### src/rtl/decode_execute_reg.sv
// D->E pipeline register: captures decoded operands/control, applies stall/flush/bubble,
// detects load-use hazards and forwards M/W results onto the E-stage operands.
`ifndef alu_valA_sel_valA
`define alu_valA_sel_valA 2'd0
`endif
`ifndef alu_valB_sel_valB
`define alu_valB_sel_valB 2'd0
`endif
`ifndef ALU_FUNC_ADD
`define ALU_FUNC_ADD 4'd0
`endif

module decode_execute_reg #(
  parameter int XLEN    = 64,
  parameter int RADDR_W = 5
) (
  input  logic               clk,
  input  logic               rst_n,
  input  logic               dec_i_valid,
  input  logic [XLEN-1:0]    dec_i_valA,
  input  logic [XLEN-1:0]    dec_i_valB,
  input  logic [XLEN-1:0]    dec_i_imm,
  input  logic [XLEN-1:0]    dec_i_pc,
  input  logic [XLEN-1:0]    dec_i_pre_pc,
  input  logic [RADDR_W-1:0] dec_i_rs1,
  input  logic [RADDR_W-1:0] dec_i_rs2,
  input  logic [RADDR_W-1:0] dec_i_rd,
  input  logic               dec_i_use_rs1,
  input  logic               dec_i_use_rs2,
  input  logic [1:0]         dec_i_alu_valA_sel,
  input  logic [1:0]         dec_i_alu_valB_sel,
  input  logic [3:0]         dec_i_alu_func_sel,
  input  logic               dec_i_alu_W_instr,
  input  logic               dec_i_need_jump,
  input  logic               dec_i_is_jalr,
  input  logic               dec_i_reg_wen,
  input  logic               dec_i_mem_read,
  input  logic               dec_i_mem_write,
  input  logic [RADDR_W-1:0] mem_i_rd,
  input  logic               mem_i_reg_wen,
  input  logic [XLEN-1:0]    mem_i_valE,
  input  logic [RADDR_W-1:0] wb_i_rd,
  input  logic               wb_i_reg_wen,
  input  logic [XLEN-1:0]    wb_i_valW,
  input  logic               stall_i,
  input  logic               flush_i,
  output logic [XLEN-1:0]    regE_o_valA,
  output logic [XLEN-1:0]    regE_o_valB,
  output logic [XLEN-1:0]    regE_o_imm,
  output logic [XLEN-1:0]    regE_o_pc,
  output logic [XLEN-1:0]    regE_o_pre_pc,
  output logic [RADDR_W-1:0] regE_o_rd,
  output logic [1:0]         regE_o_alu_valA_sel,
  output logic [1:0]         regE_o_alu_valB_sel,
  output logic [3:0]         regE_o_alu_func_sel,
  output logic               regE_o_alu_W_instr,
  output logic               regE_o_need_jump,
  output logic               regE_o_is_jalr,
  output logic               regE_o_reg_wen,
  output logic               regE_o_mem_read,
  output logic               regE_o_mem_write,
  output logic               regE_o_valid,
  output logic               hazard_o_load_use
);

  logic               valid_reg;
  logic [XLEN-1:0]    imm_reg, pc_reg, pre_pc_reg;
  logic [RADDR_W-1:0] rd_reg;
  logic [1:0]         vala_sel_reg, valb_sel_reg;
  logic [3:0]         func_reg;
  logic               w_instr_reg, need_jump_reg, is_jalr_reg;
  logic               reg_wen_reg, mem_read_reg, mem_write_reg;

  // Operand slot 0 is rs1/valA, slot 1 is rs2/valB.
  logic [XLEN-1:0]    dec_val [2];
  logic [RADDR_W-1:0] dec_rs  [2];
  logic               dec_use [2];
  logic [XLEN-1:0]    cap_val [2];
  logic [XLEN-1:0]    out_val [2];
  logic [XLEN-1:0]    val_reg [2];
  logic [RADDR_W-1:0] rs_reg  [2];
  logic               use_reg [2];
  logic               bubble_en;

  assign dec_val[0] = dec_i_valA;
  assign dec_val[1] = dec_i_valB;
  assign dec_rs[0]  = dec_i_rs1;
  assign dec_rs[1]  = dec_i_rs2;
  assign dec_use[0] = dec_i_use_rs1;
  assign dec_use[1] = dec_i_use_rs2;

  assign hazard_o_load_use = valid_reg && mem_read_reg && (rd_reg != '0) && dec_i_valid &&
                             ((dec_i_use_rs1 && dec_i_rs1 == rd_reg) ||
                              (dec_i_use_rs2 && dec_i_rs2 == rd_reg));

  assign bubble_en = flush_i || hazard_o_load_use;

  genvar gi;
  generate
    for (gi = 0; gi < 2; gi++) begin : g_operand
      logic cap_bypass, fwd_mem, fwd_wb;
      // Register-file write-through: W writes in the same cycle decode reads.
      assign cap_bypass  = wb_i_reg_wen && (wb_i_rd != '0) && (wb_i_rd == dec_rs[gi]);
      assign cap_val[gi] = cap_bypass ? wb_i_valW : dec_val[gi];
      assign fwd_mem     = valid_reg && use_reg[gi] && mem_i_reg_wen &&
                           (mem_i_rd != '0) && (mem_i_rd == rs_reg[gi]);
      assign fwd_wb      = valid_reg && use_reg[gi] && wb_i_reg_wen &&
                           (wb_i_rd != '0) && (wb_i_rd == rs_reg[gi]);
      assign out_val[gi] = fwd_mem ? mem_i_valE : (fwd_wb ? wb_i_valW : val_reg[gi]);
    end
  endgenerate

  always_ff @(posedge clk) begin
    if (!rst_n || (!stall_i && bubble_en)) begin
      valid_reg     <= 1'b0;
      imm_reg       <= '0;
      pc_reg        <= '0;
      pre_pc_reg    <= '0;
      rd_reg        <= '0;
      vala_sel_reg  <= `alu_valA_sel_valA;
      valb_sel_reg  <= `alu_valB_sel_valB;
      func_reg      <= `ALU_FUNC_ADD;
      w_instr_reg   <= 1'b0;
      need_jump_reg <= 1'b0;
      is_jalr_reg   <= 1'b0;
      reg_wen_reg   <= 1'b0;
      mem_read_reg  <= 1'b0;
      mem_write_reg <= 1'b0;
      for (int i = 0; i < 2; i++) begin
        val_reg[i] <= '0;
        rs_reg[i]  <= '0;
        use_reg[i] <= 1'b0;
      end
    end else if (!stall_i) begin
      valid_reg     <= dec_i_valid;
      imm_reg       <= dec_i_imm;
      pc_reg        <= dec_i_pc;
      pre_pc_reg    <= dec_i_pre_pc;
      rd_reg        <= dec_i_rd;
      vala_sel_reg  <= dec_i_alu_valA_sel;
      valb_sel_reg  <= dec_i_alu_valB_sel;
      func_reg      <= dec_i_alu_func_sel;
      w_instr_reg   <= dec_i_alu_W_instr;
      need_jump_reg <= dec_i_need_jump;
      is_jalr_reg   <= dec_i_is_jalr;
      reg_wen_reg   <= dec_i_reg_wen;
      mem_read_reg  <= dec_i_mem_read;
      mem_write_reg <= dec_i_mem_write;
      for (int i = 0; i < 2; i++) begin
        val_reg[i] <= cap_val[i];
        rs_reg[i]  <= dec_rs[i];
        use_reg[i] <= dec_use[i];
      end
    end
  end

  assign regE_o_valA         = out_val[0];
  assign regE_o_valB         = out_val[1];
  assign regE_o_imm          = imm_reg;
  assign regE_o_pc           = pc_reg;
  assign regE_o_pre_pc       = pre_pc_reg;
  assign regE_o_rd           = rd_reg;
  assign regE_o_alu_valA_sel = vala_sel_reg;
  assign regE_o_alu_valB_sel = valb_sel_reg;
  assign regE_o_alu_func_sel = func_reg;
  assign regE_o_alu_W_instr  = w_instr_reg;
  assign regE_o_need_jump    = need_jump_reg;
  assign regE_o_is_jalr      = is_jalr_reg;
  assign regE_o_reg_wen      = reg_wen_reg;
  assign regE_o_mem_read     = mem_read_reg;
  assign regE_o_mem_write    = mem_write_reg;
  assign regE_o_valid        = valid_reg;

endmodule
### config.mk
export PLATFORM = sky130hd
export DESIGN_NAME = decode_execute_reg
export DESIGN_NICKNAME = d
export VERILOG_FILES = /design/src/rtl/decode_execute_reg.sv
export SDC_FILE = /design/constraint.sdc
export NUM_CORES = 1
export LEC_CHECK = 0
export CORE_AREA = 4 4 327 329
export DETAILED_ROUTE_END_ITERATION = 8
export DIE_AREA = 0 0 331 333
export DONT_BUFFER_PORTS = 1
export PLACE_DENSITY = 0.3
export SLEW_MARGIN = 5
export SYNTH_ARGS = -nofsm -noshare
export SYNTH_HDL_FRONTEND = slang
export SYNTH_SLANG_ARGS = --single-unit
### constraint.sdc
create_clock -name clk -period 6.9 [get_ports clk]
set_clock_uncertainty 0.05 [all_clocks]
set_input_delay 0.69 -clock clk [delete_from_list [all_inputs] [get_ports clk]]
set_output_delay 0.69 -clock clk [all_outputs]
set_load 0.005 [all_outputs]
==> After elaboration in Yosys (flattened, before gate mapping) <==
Memory sizes are Yosys's and may differ from the RTL's.
Index checks and enable logic that the tools add are counted.
{ "word_totals": {"elab_cells": 80, "n_memories": 3, "ram_bits": 140, "in_bits": 496, "output_inout_bits": 341, "register_bits": 212} }
{ "memory_table": {"columns": ["memory", "words", "word_bits", "rd", "rd_ports_with_merged_regs", "write_ports", "line", "rtl"], "rows": [
  ["val_reg", 2, 64, 2, 0, 2, "80", "logic [XLEN-1:0] val_reg [2];"],
  ["rs_reg", 2, 5, 2, 0, 2, "81", "logic [RADDR_W-1:0] rs_reg [2];"],
  ["use_reg", 2, 1, 2, 0, 2, "82", "logic use_reg [2];"]
]} }
{ "classes": {"muxes": 17, "n_reduce_logical": 32, "n_eq_ne": 8, "n_bitwise": 6} }
{ "op_table": {"columns": ["op", "count"], "rows": [
  ["$mux 64", 8],
  ["$eq 5x5->1", 8],
  ["$logic_and 1x1->1", 24],
  ["$reduce_bool 5->1", 3],
  ["$mux 5", 2],
  ["$mux 1", 7],
  ["$or 1x1->1", 6],
  ["$logic_or 1x1->1", 3],
  ["$logic_not 1->1", 2]
]} }

==> Logic depth before layout (Yosys ltp) <==
Gate-level depths: netlist (run 1).
{ "depth": {"word_depth": 10, "depth_mapped": 8, "mapped_depth_nobuf": 5} }

==> Worst setup path before layout (run 1) <==
OpenSTA, ideal clock, no wires.
{ "synth_timing": {"path_type": "input port to flip-flop", "start": "in rst_n", "end": "mem rs_reg[0][0], enable pin", "setup_time_ns": 0.492, "slack_ns": 2.279, "n_path_buf": 3, "t_arrival_ns": 4.079, "stages": 5, "required_time_ns": 6.358, "path_cell_list": "and2_1 clkbuf_1 clkbuf_1 clkbuf_1 inv_1"} }
{ "synth_lines": {"columns": ["item", "line", "rtl"], "rows": [
  ["from (decl)", "18", "input logic rst_n,"],
  ["to (decl)", "81", null]
]} }

==> results of run 1 <==
==> per-stage QoR <==
step	total power, mW	hold slack [ns]
2_1_floorplan	2.59	0.425
3_3_place_gp	2.70	0.456
3_5_place_dp	2.70	0.448
4_1_cts	5.12	0.0848
5_1_grt	5.22	0.0984
6_report	5.01	0.157
==> how the worst max path moves through the flow <==
stage | slack, ns | end | depth (start not counted) | start
finish | 2.74 | regE_o_valA[3] | 6 | rs_reg[0][4]
global route | 2.51 | regE_o_valA[3] | 6 | rs_reg[0][4]
CTS | 2.65 | regE_o_valA[3] | 6 | rs_reg[0][4]
detailed placement | 3.08 | regE_o_valA[3] | 6 | wb_i_rd[4]
global placement | 3.07 | regE_o_valA[3] | 6 | wb_i_rd[4]
floorplan | 2.28 | rs_reg[0][0] | 5 | rst_n
==> worst register-to-register path: cells and delay by family, from the launching register on <==
family	cells	cell delay (ns)
AO/OA/AOI/OAI	3	1.45
buffers and inverters	1	0.55
flip-flops	1	0.52
AND/OR/NAND/NOR	1	0.07
XOR/XNOR	1	0.18
==> cells in the final DEF, fill, tap and decap left out, types with 12 or more instances in the layout <==
| cell | synthesis | final |
|---|---|---|
| sky130_fd_sc_hd__a21oi_1 | 199 | 199 |
| sky130_fd_sc_hd__a22o_1 | 212 | 212 |
| sky130_fd_sc_hd__a31oi_1 | 57 | 57 |
| sky130_fd_sc_hd__and2_1 | 14 | 13 |
| sky130_fd_sc_hd__buf_4 | 11 | 12 |
| sky130_fd_sc_hd__clkbuf_1 | 55 | 13 |
| sky130_fd_sc_hd__clkbuf_16 | 0 | 45 |
| sky130_fd_sc_hd__dfxtp_1 | 212 | 212 |
| sky130_fd_sc_hd__edfxtp_1 | 140 | 140 |
| sky130_fd_sc_hd__mux2i_1 | 71 | 71 |
| sky130_fd_sc_hd__nand2_1 | 372 | 372 |
| sky130_fd_sc_hd__nor2_1 | 131 | 131 |
| sky130_fd_sc_hd__xnor2_1 | 14 | 14 |
| sky130_fd_sc_hd__xor2_1 | 26 | 26 |
==> cell families (layout without fill, tap and decap cells) <==
kind of cell	after synthesis	in the layout
flip-flops	352	352
multiplexers	71	71
buffers and inverters	143	100
AND/OR/NAND/NOR	538	538
other	0	5
XOR/XNOR	40	40
AO/OA/AOI/OAI	474	474
==> layout make-up <==
cell class | count | area (µm²) | share of cell area, %
clock inverters | 18 | 194 | 1.06
repair buffers | 15 | 150 | 0.818
flip-flops and latches | 352 | 8450 | 46.0
well taps | 1380 | 1730 | 9.41
inverters | 1 | 8.76 | 0.0477
multi-input cells | 1123 | 6530 | 35.6
clock buffers | 66 | 1280 | 7.00
diodes | 5 | 12.5 | 0.0682
==> where the power goes <==
part           switching, mW  internal [mW]
Combinational          0.180          0.106
Clock                  0.991           1.38
Sequential            0.0816           2.28
Total                   1.25           3.76
==> routing by layer <==
metal | global-route usage [%] | share of wire (%)
met1 | 14.0 | 38
met5 | 0 | 0.074
met2 | 22.4 | 49
met4 | 3.34 | 2.3
met3 | 5.70 | 11
==> Flow_metrics.wiki, run 1 <==
{| class="wikitable"
! Metric !! Value
|-
| Most numerous cell in the Yosys netlist || sky130_fd_sc_hd__nand2_1
|-
| Top cells by area in the synthesized netlist || sky130_fd_sc_hd__dfxtp_1 (27%), sky130_fd_sc_hd__edfxtp_1 (27%), sky130_fd_sc_hd__a22o_1 (12%)
|-
| Kind of start point of the critical path || register
|-
| Minimum setup slack in the final design || 2.74 ns
|-
| Clock buffer depth || 3
|-
| Share of the clock period used by the worst path after layout || 60.4%
|-
| Largest net degree at the start of global routing || 213
|-
| Post-synthesis net count || 2,114
|-
| Initial drt markers || 552
|-
| Area added between synthesis and finish || 16.4%
|-
| Final standard cell utilization of the core || 17.7%
|-
| Gr usage total || 12.8%
|-
| Final setup violation count || 0
|-
| Hold buffers post-CTS || 0
|-
| Placed wire-length estimate || 57,400 µm
|-
| Clock tree from TritonCTS || done
|-
| Horiz. Die Dim || 331 µm
|-
| Ranking of synthesized cells by instance count || sky130_fd_sc_hd__nand2_1 (372), sky130_fd_sc_hd__a22o_1 (212), sky130_fd_sc_hd__dfxtp_1 (212), sky130_fd_sc_hd__a21oi_1 (199), sky130_fd_sc_hd__edfxtp_1 (140)
|-
| Post-cts sizing count || 0
|-
| Number of maximum-capacitance constraint violations || 0
|-
| Mux contribution to synthesized area || 4.51%
|-
| R2r endpoint || regE_o_pc[57]
|-
| RSZ-0062 raised after global routing || no
|-
| Number of enable flip-flop cells after synthesis || 140
|-
| Pre-CTS setup slack || 3.08 ns
|-
| Final-report hold violation count || 0
|-
| Hold Crit Endpoint || regE_o_imm[44]
|-
| Origin of the critical flop-to-flop path || regE_o_rd[4]
|-
| Outcome || finished, final reports clean
|-
| Number of buffers added by the clock tree synthesis step || 45
|-
| Cell count of the worst hold path || 1
|-
| Transition time at the pin with the least slew margin || 1.20 ns
|-
| VDD IR max || 0.165 mV
|-
| Placement row count || 118
|-
| R2R depth || 6
|-
| ANT nets after route || 0
|-
| DRT Wirelength || 76,000 µm
|-
| Number of placed I/O pins || 837
|-
| Starting density of the core || 15.2%
|-
| Normalized max-slew margin || 19.9%
|-
| Delay of the slowest cell on the worst path || 0.78 ns
|-
| Top FF cell, synth || sky130_fd_sc_hd__dfxtp_1
|-
| Fmax || 0.240 GHz
|-
| Setup fix buffers added after clock tree synthesis || 0
|-
| Worst Path Max Fanout || 38
|-
| Power density of the placed cells || 273 mW/mm²
|-
| Buffers and inverters on the worst path || 1
|-
| Grt ovf || 0
|-
| Slack of the worst reg-to-reg path || 4.00 ns
|-
| First-pass detailed-route iteration total || 5
|-
| Crit path time final || 4.16 ns
|-
| Compound-Gate Fraction of Synth Area || 20.7%
|-
| Final routed wire length divided by cell count || 25.7 µm
|-
| Wire length of the first global-routing pass || 102,000 µm
|-
| CTS H-tree depth || 2
|-
| Slew Limit Fails || 0
|-
| WP data required || 6.16 ns
|-
| Clock root buffer || sky130_fd_sc_hd__clkbuf_16
|-
| Share of flip-flops with an asynchronous set or reset || 0%
|-
| Final weighted congestion of routability-driven global placement || 0.791
|-
| Post-route DRC || 0
|-
| Largest register FFs || 128
|-
| Hold/Removal Path Class || in -> reg
|-
| Top Family by Delay on Critical Path || simple AND/OR/NAND/NOR gates
|-
| Cell total after placement || 2,871
|-
| Area share of the leading cell type in the synthesized netlist || 26.9%
|-
| Start-to-end type of the worst setup path || reg -> out
|-
| Worst Path Arrival || 3.42 ns
|-
| Chain of cells forming the critical path || xor2_1, nor4_1, and3_4, buf_4, mux2i_1, a21oi_1
|-
| Leakage component of the power || 6.67 nW
|-
| Clock transition at the registers of the reported paths || 0.06 ns
|-
| Xor/xnor cell area share of the yosys netlist || 2.22%
|-
| Total clock sinks || 352
|-
| Share of cells above drive strength 1 || 6.22%
|-
| Post-Place Cell Area || 0.0169 mm²
|-
| Clock insertion delay at the later pin of the skew report || 0.60 ns
|-
| Final standard cell area without fillers || 0.0184 mm²
|-
| Largest family of logic cells by synthesized area || compound AO/OA/AOI/OAI gates
|-
| Average via count per standard cell || 4.17
|-
| Mapped Area || 0.0158 mm²
|-
| Layout Cells excl Fill || 2,960
|-
| Seq cells post-synth || 352
|-
| Post-synthesis area per instance || 9.75 µm²
|-
| Cell with the largest stage delay on the worst path || sky130_fd_sc_hd__and3_4
|-
| IO Port Bufs || 0
|-
| Sequential cell area fraction in the yosys report || 53.6%
|-
| Core outline area || 0.103 mm²
|-
| Final Net Count || 2,034
|-
| Setup crit end kind || output pin
|-
| Fill cells || 11,499
|-
| Die area || 0.110 mm²
|-
| Routed vias || 12,331
|-
| Adder-cell area share of the yosys netlist || 0%
|-
| Number of global-route vias before repair || 12,497
|-
| Worst Min Path Start || dec_i_imm[44]
|-
| Number of distinct library cells after synthesis || 34
|-
| Count of yosys warnings during synthesis || 0
|-
| Area fraction in and, or, nand and nor cells after synthesis || 13.6%
|-
| Vertical die dimension || 333 µm
|-
| Final setup TNS || 0 ns
|-
| Initial antenna violation count || 14
|-
| Synth area leader || sky130_fd_sc_hd__dfxtp_1
|-
| Number of instances in the synthesized netlist || 1,618
|}
No activity file was read; power rests on OpenSTA's default activity.
==> run 2, diff against run 1 <==
- clock period: 6.9 -> 4.3 ns (I/O delays scaled with it)
==> Flow_metrics.wiki, run 2 (synthesis gave the netlist of run 1 again) <==
{| class="wikitable"
! Metric !! Value
|-
| Outcome || finished, final reports clean
|-
| Slew Limit Fails || 0 (unchanged)
|-
| Cell with the largest stage delay on the worst path || sky130_fd_sc_hd__and3_2
|-
| Final weighted congestion of routability-driven global placement || 0.765 (-3.3%)
|-
| Top Usage Layer GRT || met2
|-
| Kind of start point of the critical path || register
|-
| Clock tree from TritonCTS || done
|-
| Placement row count || 118 (unchanged)
|-
| Clock insertion delay at the later pin of the skew report || 0.61 ns (about the same)
|-
| Worst Setup SP || rs_reg[0][7]
|-
| Number of buffers added by the clock tree synthesis step || 44 (-2.2%)
|-
| Flop pwr share || 45.9% (-1.1 points)
|-
| R2R depth || 7 (+1)
|-
| Average via count per standard cell || 4.18 (+0.35%)
|-
| Power density of the placed cells || 368 mW/mm² (+35%)
|-
| DRT Wirelength || 77,000 µm (+1.3%)
|-
| Int Power || 6.15 mW (+63%)
|-
| Clock root buffer || sky130_fd_sc_hd__clkbuf_16
|-
| Global-route track usage on met2 || 22.2% (-0.19 points)
|-
| Transition time at the pin with the least slew margin || 1.34 ns (+0.136 ns)
|-
| Share of cells above drive strength 1 || 5.95% (-0.28 points)
|-
| Post-route DRC || 0 (unchanged)
|-
| Routed vias || 14,046 (+14%)
|-
| Area added between synthesis and finish || 41.6%
|-
| VDD IR max || 0.240 mV (+45%)
|-
| Cell count of the worst hold path || 2 (+1)
|-
| Die area || 0.110 mm² (unchanged)
|-
| Logic gate share of total power || 9.4% (+3.7 points)
|-
| RSZ-0062 raised after global routing || no
|-
| Global routing usage on met3 || 4.61% (-1.1 points)
|-
| Normalized max-slew margin || 10.9% (-9.0 points)
|-
| Switching Power || 2.06 mW (+65%)
|-
| ANT nets after route || 0 (unchanged)
|-
| Largest register FFs || 128 (unchanged)
|-
| Number of maximum-capacitance constraint violations || 0 (unchanged)
|-
| Horiz. Die Dim || 331 µm (unchanged)
|-
| Placed wire-length estimate || 55,300 µm (-3.6%)
|-
| Clock buffer depth || 3 (unchanged)
|-
| Delay of the slowest cell on the worst path || 0.78 ns (about the same)
|-
| Final routed wire length divided by cell count || 22.9 µm (-11%)
|-
| Layout Cells excl Fill || 3,360 (+14%)
|-
| IO Port Bufs || 0 (unchanged)
|-
| Combined area of the multi-input logic cells || 0.00653 mm² (unchanged)
|-
| Gr usage total || 13.0% (+0.28 points)
|-
| Leakage component of the power || 8.46 nW (+27%)
|-
| Global routing usage on met1 || 15.2% (+1.2 points)
|-
| Setup crit end kind || output pin
|-
| Final Net Count || 2,430 (+19%)
|-
| WP data required || 3.82 ns (-2.34 ns)
|-
| Post-cts sizing count || 0 (unchanged)
|-
| Sw Ratio || 25.1% (+0.13 points)
|-
| Fmax || 0.274 GHz
|-
| Largest net degree at the start of global routing || 213 (unchanged)
|-
| Slack of the worst reg-to-reg path || 0.81 ns (-3.19 ns)
|-
| Start-to-end type of the worst setup path || reg -> out
|-
| Share of power burned in the clock network || 44.6% (-2.7 points)
|-
| Worst Path Max Fanout || 27 (-29%)
|-
| Area used by sequential logic in the layout || 0.00845 mm² (unchanged)
|-
| Timing endpoint of the critical path || regE_o_valB[9]
|-
| Final setup violation count || 0 (unchanged)
|-
| Final-report hold violation count || 0 (unchanged)
|-
| Core outline area || 0.103 mm² (unchanged)
|-
| Starting density of the core || 15.2% (unchanged)
|-
| Cell total after placement || 2,893 (+0.77%)
|-
| Initial antenna violation count || 29 (+15)
|-
| Number of placed I/O pins || 837 (unchanged)
|-
| Worst Path Arrival || 3.17 ns (-0.25 ns)
|-
| Wire length of the first global-routing pass || 106,000 µm (+4.3%)
|-
| Worst hold-check slack || 0.0645 ns (-0.0921 ns)
|-
| Chain of cells forming the critical path || xor2_1, nor4_1, and3_2, buf_12, nand2_1, a31oi_1
|-
| CTS H-tree depth || 2 (unchanged)
|-
| Commonest cells after routing, fill and taps aside || sky130_fd_sc_hd__dlygate4sd3_1 (375), sky130_fd_sc_hd__nand2_1 (372), sky130_fd_sc_hd__a22o_1 (212), sky130_fd_sc_hd__dfxtp_1 (212), sky130_fd_sc_hd__a21oi_1 (199)
|-
| Number of global-route vias before repair || 14,580 (+17%)
|-
| First-pass detailed-route iteration total || 5 (unchanged)
|-
| Vertical die dimension || 333 µm (unchanged)
|-
| Total clock sinks || 352 (unchanged)
|-
| Hold/Removal Path Class || in -> reg
|-
| Clock transition at the registers of the reported paths || 0.07 ns (about the same)
|-
| Origin of the critical flop-to-flop path || regE_o_rd[3]
|-
| Most common cell after layout, fill and taps aside || sky130_fd_sc_hd__dlygate4sd3_1
|-
| R2r endpoint || val_reg[0][31]
|-
| Final setup TNS || 0 ns (unchanged)
|-
| Final standard cell utilization of the core || 21.6% (+3.8 points)
|-
| Initial drt markers || 833 (+51%)
|-
| Crit path time final || 3.65 ns
|-
| Fill cells || 11,340 (-1.4%)
|-
| Grt ovf || 0 (unchanged)
|-
| Share of the clock period used by the worst path after layout || 85.0%
|}
-- run 2: timing repair --
item,CTS,global route
endpoints found under the hold margin,347,0
buffers inserted,0,0
hold buffers,375,0
setup endpoints to repair,0,0
-- run 2: how the worst min path moves through the flow --
stage               slack (ns)               start                  to
detailed placement        0.45      regE_o_imm[23]      regE_o_imm[23]
finish                    0.06      dec_i_valB[40]     val_reg[0][104]
global placement          0.46       regE_o_pc[21]       regE_o_pc[21]
global route              0.01       wb_i_valW[43]     val_reg[0][107]
CTS                     0.0001      dec_i_valB[15]      val_reg[0][79]
floorplan                 0.42  regE_o_alu_W_instr  regE_o_alu_W_instr
-- run 2: area by class of cell --
cell class / instances / share of cell area [%]
sequential: 352 / 37.8
multi-input combinational: 1123 / 29.2
timing repair buffer: 412 / 18.7
tap: 1380 / 7.73
clock buffer: 68 / 5.66
clock inverter: 12 / 0.644
antenna: 12 / 0.134
inverter: 1 / 0.0336
-- run 2: critical path, delay by kind of cell (launching register included) --
family	cells	cell delay (ns)
AOI/OAI and AO/OA	1	0.23
DFF	1	0.49
and+or+nand+nor	3	1.33
xor gates and xnor gates	1	0.18
buffers and inverters	1	0.27
-- run 2: layer usage --
| layer | vias up | wire length (µm) | part of all wire [%] |
|---|---|---|---|
| li1 | 6419 | - | - |
| met3 | 120 | 8220 | 11 |
| met5 | - | 92 | 0.12 |
| met4 | 16 | 2400 | 3.1 |
| met1 | 6752 | 29900 | 39 |
| met2 | 739 | 36400 | 47 |
-- run 2: power groups by stage --
| stage | Sequential (mW) | Combinational, mW | Clock (mW) |
|---|---|---|---|
| 3_5_place_dp | 3.84 | 0.485 | 0 |
| 3_3_place_gp | 3.85 | 0.484 | 0 |
| 2_1_floorplan | 3.79 | 0.360 | 0 |
| 6_report | 3.77 | 0.774 | 3.67 |
| 5_1_grt | 3.79 | 0.842 | 3.93 |
| 4_1_cts | 3.78 | 0.782 | 3.83 |
-- run 2: through the flow --
step                      total power, mW  setup WS [ns]  area, µm²
after global routing                 8.56          0.413      22300
after detailed placement             4.33           1.21      17100
after floorplan                      4.15          0.351      15800
final                                8.21          0.647      22300
after global placement               4.33           1.22      17100
after CTS                            8.39          0.575      22300
